<file path="src/rtl/csa_pkg.sv">
// Shared definitions for the carry-save resolve path.
//   seg_width()    : bits resolved per pipeline segment for a given width/depth
//   CARRY_SHIFT    : weight offset of the carry vector relative to the sum vector
//   stage_state_t  : register image of one segment at the default configuration
package csa_pkg;

    localparam int CARRY_SHIFT = 1;

    localparam int DEF_WIDTH  = 8;
    localparam int DEF_STAGES = 2;

    // The resolved result is WIDTH+2 bits: one extra for the carry shift and
    // one for the final carry-out of the addition.
    function automatic int seg_width(input int width, input int stages);
        return (width + 2) / stages;
    endfunction

    localparam int DEF_W2    = DEF_WIDTH + 2;
    localparam int DEF_SEG_W = seg_width(DEF_WIDTH, DEF_STAGES);

    // One segment's registers: valid bit, result resolved so far, carry into
    // the next segment, and the operands skewed along with the entry.
    typedef struct packed {
        logic                            vld;
        logic [DEF_W2-1:0]               res;
        logic                            cy;
        logic [DEF_W2-1:0]               a;
        logic [DEF_W2-1:0]               b;
    } stage_state_t;

endpackage

</file>
<file path="src/rtl/csa_resolve_stage.sv">
// One carry-propagate segment: adds bits [IDX*SEG_W +: SEG_W] of the two
// operands plus the incoming carry, merges the segment into the partial
// result, and registers everything for the next segment.
//   clk, rst          : clock, synchronous active-high reset
//   advance           : global pipeline enable
//   vld_i/res_i/cy_i  : entry from the previous segment (or the block input)
//   a_i/b_i           : full-width operands travelling with the entry
//   vld_o/res_o/cy_o  : registered entry for the next segment
//   a_o/b_o           : registered operands for the next segment
module csa_resolve_stage
    import csa_pkg::*;
#(
    parameter int W2    = DEF_W2,
    parameter int SEG_W = DEF_SEG_W,
    parameter int IDX   = 0
) (
    input  logic          clk,
    input  logic          rst,
    input  logic          advance,
    input  logic          vld_i,
    input  logic [W2-1:0] res_i,
    input  logic          cy_i,
    input  logic [W2-1:0] a_i,
    input  logic [W2-1:0] b_i,
    output logic          vld_o,
    output logic [W2-1:0] res_o,
    output logic          cy_o,
    output logic [W2-1:0] a_o,
    output logic [W2-1:0] b_o
);

    localparam int LO = IDX * SEG_W;

    typedef struct packed {
        logic          vld;
        logic [W2-1:0] res;
        logic          cy;
        logic [W2-1:0] a;
        logic [W2-1:0] b;
    } state_t;

    state_t          q, d;
    logic [SEG_W:0]  seg_sum;

    assign seg_sum = {1'b0, a_i[LO +: SEG_W]}
                   + {1'b0, b_i[LO +: SEG_W]}
                   + {{SEG_W{1'b0}}, cy_i};

    // Data only loads for valid entries so a bubble never disturbs the
    // output value (out_result stays 0 after reset until a real result).
    // Bits of res_i at and above this segment are still zero, so OR-ing the
    // segment in is the same as overwriting it.
    always_comb begin
        d     = q;
        d.vld = vld_i;
        if (vld_i) begin
            d.res = res_i | (W2'(seg_sum[SEG_W-1:0]) << LO);
            d.cy  = seg_sum[SEG_W];
            d.a   = a_i;
            d.b   = b_i;
        end
    end

    always_ff @(posedge clk) begin
        if (rst) begin
            q <= '0;
        end else if (advance) begin
            q <= d;
        end
    end

    assign vld_o = q.vld;
    assign res_o = q.res;
    assign cy_o  = q.cy;
    assign a_o   = q.a;
    assign b_o   = q.b;

endmodule

</file>
<file path="src/rtl/csa_resolver.sv">
// Pipelined carry-propagate stage turning a carry-save pair back into binary:
// out_result = in_sum + 2*in_carry, WIDTH+2 bits, never overflows.
// The carry chain is cut into STAGES registered segments with a single global
// enable, so latency is exactly STAGES cycles and throughput one per cycle.
//   clk, rst             : clock, synchronous active-high reset
//   in_valid/in_ready    : input handshake (in_ready = pipeline advances)
//   in_sum, in_carry     : carry-save vectors, carry has weight 2^(i+1)
//   out_valid/out_ready  : output handshake
//   out_result           : resolved binary value
//   busy                 : some segment holds a valid entry
module csa_resolver
    import csa_pkg::*;
#(
    parameter int WIDTH  = DEF_WIDTH,
    parameter int STAGES = DEF_STAGES
) (
    input  logic             clk,
    input  logic             rst,
    input  logic             in_valid,
    output logic             in_ready,
    input  logic [WIDTH-1:0] in_sum,
    input  logic [WIDTH-1:0] in_carry,
    output logic             out_valid,
    input  logic             out_ready,
    output logic [WIDTH+1:0] out_result,
    output logic             busy
);

    localparam int W2    = WIDTH + 2;
    localparam int SEG_W = seg_width(WIDTH, STAGES);

    generate
        if (STAGES < 1 || (W2 % STAGES) != 0) begin : g_bad_cfg
            $error("csa_resolver: WIDTH+2 (%0d) must be divisible by STAGES (%0d)", W2, STAGES);
        end
    endgenerate

    // Index 0 is the block input; index k+1 is the output of segment k.
    logic [STAGES:0]          vld_pipe;
    logic [STAGES:0][W2-1:0]  res_pipe;
    logic [STAGES:0]          cy_pipe;
    logic [STAGES:0][W2-1:0]  a_pipe;
    logic [STAGES:0][W2-1:0]  b_pipe;
    logic                     advance;

    assign advance  = !vld_pipe[STAGES] || out_ready;
    assign in_ready = advance;

    assign vld_pipe[0] = in_valid;
    assign res_pipe[0] = '0;
    assign cy_pipe[0]  = 1'b0;
    assign a_pipe[0]   = W2'(in_sum);
    assign b_pipe[0]   = W2'(in_carry) << CARRY_SHIFT;

    generate
        for (genvar k = 0; k < STAGES; k++) begin : g_stage
            csa_resolve_stage #(
                .W2    (W2),
                .SEG_W (SEG_W),
                .IDX   (k)
            ) u_stage (
                .clk     (clk),
                .rst     (rst),
                .advance (advance),
                .vld_i   (vld_pipe[k]),
                .res_i   (res_pipe[k]),
                .cy_i    (cy_pipe[k]),
                .a_i     (a_pipe[k]),
                .b_i     (b_pipe[k]),
                .vld_o   (vld_pipe[k+1]),
                .res_o   (res_pipe[k+1]),
                .cy_o    (cy_pipe[k+1]),
                .a_o     (a_pipe[k+1]),
                .b_o     (b_pipe[k+1])
            );
        end
    endgenerate

    assign out_valid  = vld_pipe[STAGES];
    assign out_result = res_pipe[STAGES];
    assign busy       = |vld_pipe[STAGES:1];

    // Final operands are fully consumed and the top carry-out is always 0
    // (the result width already covers the maximum sum).
    logic unused_tail;
    assign unused_tail = ^{a_pipe[STAGES], b_pipe[STAGES], cy_pipe[STAGES]};

endmodule

</file>
<file path="config.mk">
export PLATFORM = sky130hd
export DESIGN_NAME = csa_resolver
export DESIGN_NICKNAME = d
export VERILOG_FILES = /design/src/rtl/csa_pkg.sv /design/src/rtl/csa_resolve_stage.sv /design/src/rtl/csa_resolver.sv
export SDC_FILE = /design/constraint.sdc
export NUM_CORES = 1
export LEC_CHECK = 0
export ABC_AREA = 1
export ABC_CLOCK_PERIOD_IN_PS = 1580
export CORE_MARGIN = 2
export CORE_UTILIZATION = 42
export CTS_CLUSTER_SIZE = 8
export DETAILED_ROUTE_END_ITERATION = 8
export PLACE_DENSITY = 0.75
export SYNTH_ARGS = -nofsm -noshare
export SYNTH_HDL_FRONTEND = slang
export SYNTH_SLANG_ARGS = --single-unit
</file>
<file path="constraint.sdc">
create_clock -name clk -period 1.58 [get_ports clk]
set_input_delay 0.158 -clock clk [delete_from_list [all_inputs] [get_ports clk]]
set_output_delay 0.158 -clock clk [all_outputs]
set_load 0.02 [all_outputs]
</file>
# Word level (Yosys, flattened, before mapping)
# Cells that the tools add are included.
[word_totals]
in_bits = 20
regBits = 34
[classes]
n_bitwise = 1
addsub = 3
reduce_logical = 5
[op_table]
columns = ["cell", "count"]
rows = [
  ["$or A5 B10 Y10", 1],
  ["$add A5 B5 Y6", 1],
  ["$add A3 B4 Y5", 1],
  ["$add A5 B1 Y5", 1],
  ["$reduce_and A2 Y1", 2],
  ["$reduce_or A2 Y1", 1],
  ["$logic_not A1 Y1", 1],
  ["$logic_or A1 B1 Y1", 1],
]

# Longest topological paths before layout
[depth]
ltp_word = 3
mapped_depth = 9

# Cells and area by module
# From an unflattened synthesis, not the netlist that was laid out.
[unflattened]
cells_unflattened = 359
area_unflattened_um2 = 2826.5
[by_module_without_submodules]
columns = ["mod", "cells_per_inst", "area_per_inst_um2", "seq_area_each_um2", "instances"]
rows = [
  ["csa_resolve_stage at g_stage[1].u_stage", 177, 1402.6, 640.6, 1],
  ["csa_resolve_stage at g_stage[0].u_stage", 176, 1401.3, 640.6, 1],
  ["csa_resolver", 6, 22.5, 0.0, 1],
]

# Least setup slack after synthesis
# No wires, ideal clock.
[synth_path]
path_type = "register to register"
from = "register g_stage[0].u_stage.q (netlist bit g_stage[0].u_stage.a_o[5])"
to = "register g_stage[1].u_stage.q (netlist bit g_stage[1].u_stage.res_o[9])"
stages_incl_launch_ff = 7
setup_slack_ns = 0.101
t_required_ns = 1.464
period_less_slack_ns = 1.479
arrival_ns = 1.364
setup_ns = 0.116
path_cell_list = "dfxtp_1 fa_1 fa_1 nand2_1 nand2_1 nand2_1 a21oi_1"
[synth_between]
elab_chain_len = 3
[synth_rtl]
columns = ["element", "line_no", "text"]
rows = [
  ["start, declared", "csa_resolve_stage.sv:42", "state_t q, d;"],
  ["start signal, assigned", "csa_resolve_stage.sv:66", "q <= '0;"],
  ["start signal, assigned", "csa_resolve_stage.sv:68", "q <= d;"],
  ["$add A3 B4 Y5", "csa_resolve_stage.sv:46", "+ {1'b0, b_i[LO +: SEG_W]}"],
  ["$add A5 B1 Y5", "csa_resolve_stage.sv:47", "+ {{SEG_W{1'b0}}, cy_i};"],
  ["$or A5 B10 Y10", "csa_resolve_stage.sv:57", "d.res = res_i | (W2'(seg_sum[SEG_W-1:0]) << LO);"],
  ["end signal, assigned", "csa_resolve_stage.sv:66", ""],
  ["end signal, assigned", "csa_resolve_stage.sv:68", ""],
  ["end, declared", "csa_resolve_stage.sv:42", ""],
]
# No other way between the ends.
# A chain may end at the register's enable or synchronous reset.

# Worst setup path after layout
[layout_path]
from = "register g_stage[0].u_stage.q (netlist bit g_stage[0].u_stage.a_o[5])"
to = "register g_stage[1].u_stage.q (netlist bit g_stage[1].u_stage.res_o[6])"
[layout_between]
elab_chain_len = 3
[layout_rtl]
columns = ["element", "line_no", "text"]
rows = [
  ["$add A3 B4 Y5", "csa_resolve_stage.sv:46", ""],
  ["$add A5 B1 Y5", "csa_resolve_stage.sv:47", ""],
  ["via g_stage[1].u_stage.seg_sum[1]", "csa_resolve_stage.sv:43", "logic [SEG_W:0] seg_sum;"],
  ["$or A5 B10 Y10", "csa_resolve_stage.sv:57", ""],
]
# The timed path passes the listed nets, and every way through them passes these cells.

==> summary.txt <==
Worst setup path
  • Critical Path End Type: register
  • WP buf/inv: 0
  • CP Cell Sequence: fa_2 > fa_2 > o21ai_1 > nor2_1
  • Crit-path most repeated cell: fa_2
  • Setup CP Type: register to register
  • Crit path max fanout: 2
  • CP top delay family: adder cells
  • CP max-delay cell: fa_2
  • Max incr delay on CP: 530 ps
  • Arr. time, crit path: 1730 ps
  • Startpoint Class: register
  • Critical Path RT: 1840 ps

Clock network
  • CTS Root Buffer Type: clkbuf_4
  • Clock sink count: 25
  • Clock Path Buffers: 2
  • CTS HTree Levels: 1
  • Num CTS Buffers: 3
  • Worst skew pair latency: 310 ps
  • Clock transition at path regs: 130 ps
  • CTS tree: built

Timing
  • Max Slew Vio Count: 0
  • Fin crit period: 1470 ps
  • Post-layout worst setup margin: 113 ps
  • RSZ-0062 raised after global routing: no
  • Final setup viols: 0
  • Final period utilization: 92.8%
  • Fmax: 682 MHz
  • Layout Skew: 2.79 ps
  • Hold Vio Cnt, Final: 0
  • Slew @ Worst Pin: 233 ps
  • Worst rel slew slack: 84.4%

Power and ir drop
  • Pwr dens: 829 nW/um^2
  • Power Internal: 928 uW
  • Sw Pwr: 359 uW
  • Leakage power: 0.713 nW
  • Combinational share of power: 23.3%
  • Sequential power share: 55.1%
  • Clock power frac: 21.6%
  • Switching share of power: 27.9%
  • Total power draw: 1.29 mW
  • VDD IR max: 450 uV

Logic synthesis
  • Synth unique cells: 20
  • Post-synth EDFFs: 0
  • Post-synthesis sequential area ratio: 43.1%
  • FF+latch count, synth: 25
  • Post-Syn Instances: 145
  • Netlist Area Pre-Place: 1160 um^2
  • Synth warn: 0
  • Predominant post-synthesis flop cell: dfxtp_1
  • Synth top area share: 43.1%
  • Top cell type by total area after synthesis: dfxtp_1
  • Largest cells by area after synthesis: dfxtp_1 (43%), nor2_1 (10%), o21ai_0 (7.8%)
  • Asr flop ratio synth: 0%
  • Count leader, synth: nor2_1
  • Post-Synthesis Net Count: 174
  • Syn avg cell area: 8.00 um^2
  • Most frequent cells after synthesis: nor2_1 (32), dfxtp_1 (25), o21ai_0 (18)

Placed design
  • PortBufs: 32
  • Final RePlAce weighted congestion: 0.766
  • Pre-CTS setup slack: -85.7 ps
  • Dpl hpwl: 1.86 mm

Routing
  • Drt pass-1 iters: 4
  • DRC Markers: 0
  • Post-route ant nets: 0
  • DRT iter0 DRCs: 14
  • Vias: 1054
  • Wire length per cell: 11.0 um
  • Vias per cell: 4.97
  • Drt total wl: 2.33 mm

Die
  • Starting Density: 43.2%
  • Core Region: 2690 um^2
  • Die H: 56.6 um
  • IO Pins: 33
  • Die Wd: 56.6 um
  • Die ar.: 3200 um^2
  • Row count: 19

Layout
  • Area Growth Syn to Fin: 33.8%
  • Layout Nets: 211
  • Antenna Cells: 0
  • Fill count: 240
  • Fraction of layout cells with a size suffix above 1: 9.94%

Worst hold path
  • Hold/Removal Path Class: input port to register

Global routing
  • Largest net degree at the start of global routing: 15
  • Total GRT Usage: 16.4%
  • Grt total ovfl: 0
  • Number of global-route vias before repair: 1011
  • First-pass GRT wire length: 4.19 mm
  • Antenna violations before repair: 0

Run status
  • Status: finished, final reports clean

Job
  • Max-Cap Viols: 0
[area by class of cell]
class                      count  area (um^2)  share of cell area, %
sequential                    25          500                   32.3
timing repair buffer          37          362                   23.3
inverter                      15         56.3                   3.63
clock buffer                   4         26.3                   1.69
multi-input combinational    100          568                   36.6
tap                           31         38.8                   2.50
[path summary, 6_finish.rpt]
check                         startpoint                          end  slack [ps]  depth (start not counted)
max reg2reg    g_stage[0].u_stage.a_o[5]  g_stage[1].u_stage.res_o[6]         110                          4
min reg2reg  g_stage[0].u_stage.res_o[4]  g_stage[1].u_stage.res_o[4]         490                          2
max            g_stage[0].u_stage.a_o[5]  g_stage[1].u_stage.res_o[6]         110                          4
min                          in_carry[4]    g_stage[0].u_stage.b_o[5]         460                          3
[routing by layer]
layer / vias up / part of all wire [%] / wire [um] / global-route usage (%)
met5: - / 0 / 0 / 0
met4: 0 / 1.7 / 40 / 7.14
met3: 4 / 5.5 / 127 / 2.07
met2: 30 / 46 / 1080 / 28.6
met1: 482 / 47 / 1080 / 20.1
li1: 538 / - / - / -
[cells by family after synthesis]
| kind of cell | synth area share, % |
|---|---|
| xor+xnor | 1.51 |
| simple gates | 22.0 |
| flops | 43.1 |
| fa+ha+maj | 11.7 |
| compound gates | 13.4 |
| buf+inv | 8.31 |
[power groups by stage]
stage          clock (mW)  sequential (mW)  combinational (mW)
2_1_floorplan           0            0.740               0.158
3_3_place_gp            0            0.719               0.295
3_5_place_dp            0            0.722               0.304
4_1_cts             0.280            0.708               0.303
5_1_grt             0.318            0.715               0.341
6_report            0.277            0.709               0.300
[stage by stage]
| step | TNS (ps) | std cells | hold WS (ps) | utilization (%) | instance area, um^2 |
|---|---|---|---|---|---|
| 2_1_floorplan | 0 | 145 | 227 | - | 1160 |
| 3_3_place_gp | -22.0 | 208 | 452 | 56.5 | 1520 |
| 3_5_place_dp | -152 | 208 | 469 | 56.5 | 1520 |
| 4_1_cts | 0 | 212 | 463 | 57.4 | 1540 |
| 5_1_grt | 0 | 212 | 453 | 57.8 | 1550 |
| 6_report | 0 | 212 | 459 | 57.8 | 1550 |
[state kept, by name (all words and copies together), names as in the netlist]
register	flops
g_stage.u_stage.a_o	3
g_stage.u_stage.b_o	4
g_stage.u_stage.cy_o	1
g_stage.u_stage.res_o	15
g_stage.u_stage.vld_o	2
[worst min-delay path: stages]
cell,delay (ps)
clkdlybuf4s50_1,390
o21ai_0,150
nor2_1,40
[timing repair]
| item | CTS | global route |
|---|---|---|
| endpoints found under the setup margin | 1 | 5 |
| hold buffers | 0 | 0 |
| endpoints found under the hold margin | 0 | 0 |
| setup buffers | 0 | 0 |
| pin swaps | 0 | 0 |
| resized for setup | 1 | 4 |
[placed cells by master, fill, tap and decap left out, types with 2 or more instances in the layout]
| cell | n |
|---|---|
| inv_2 | 3 |
| buf_4 | 5 |
| nor2_1 | 32 |
| ha_1 | 6 |
| o21ai_1 | 2 |
| dlymetal6s2s_1 | 2 |
| dfxtp_1 | 25 |
| nand2_1 | 13 |
| fa_2 | 2 |
| clkbuf_4 | 3 |
| nand3_1 | 7 |
| o21ai_0 | 18 |
| a21oi_1 | 11 |
| inv_1 | 12 |
| clkdlybuf4s50_1 | 29 |
| nand2_4 | 3 |
Note: power is estimated with default switching activity, not from simulation.
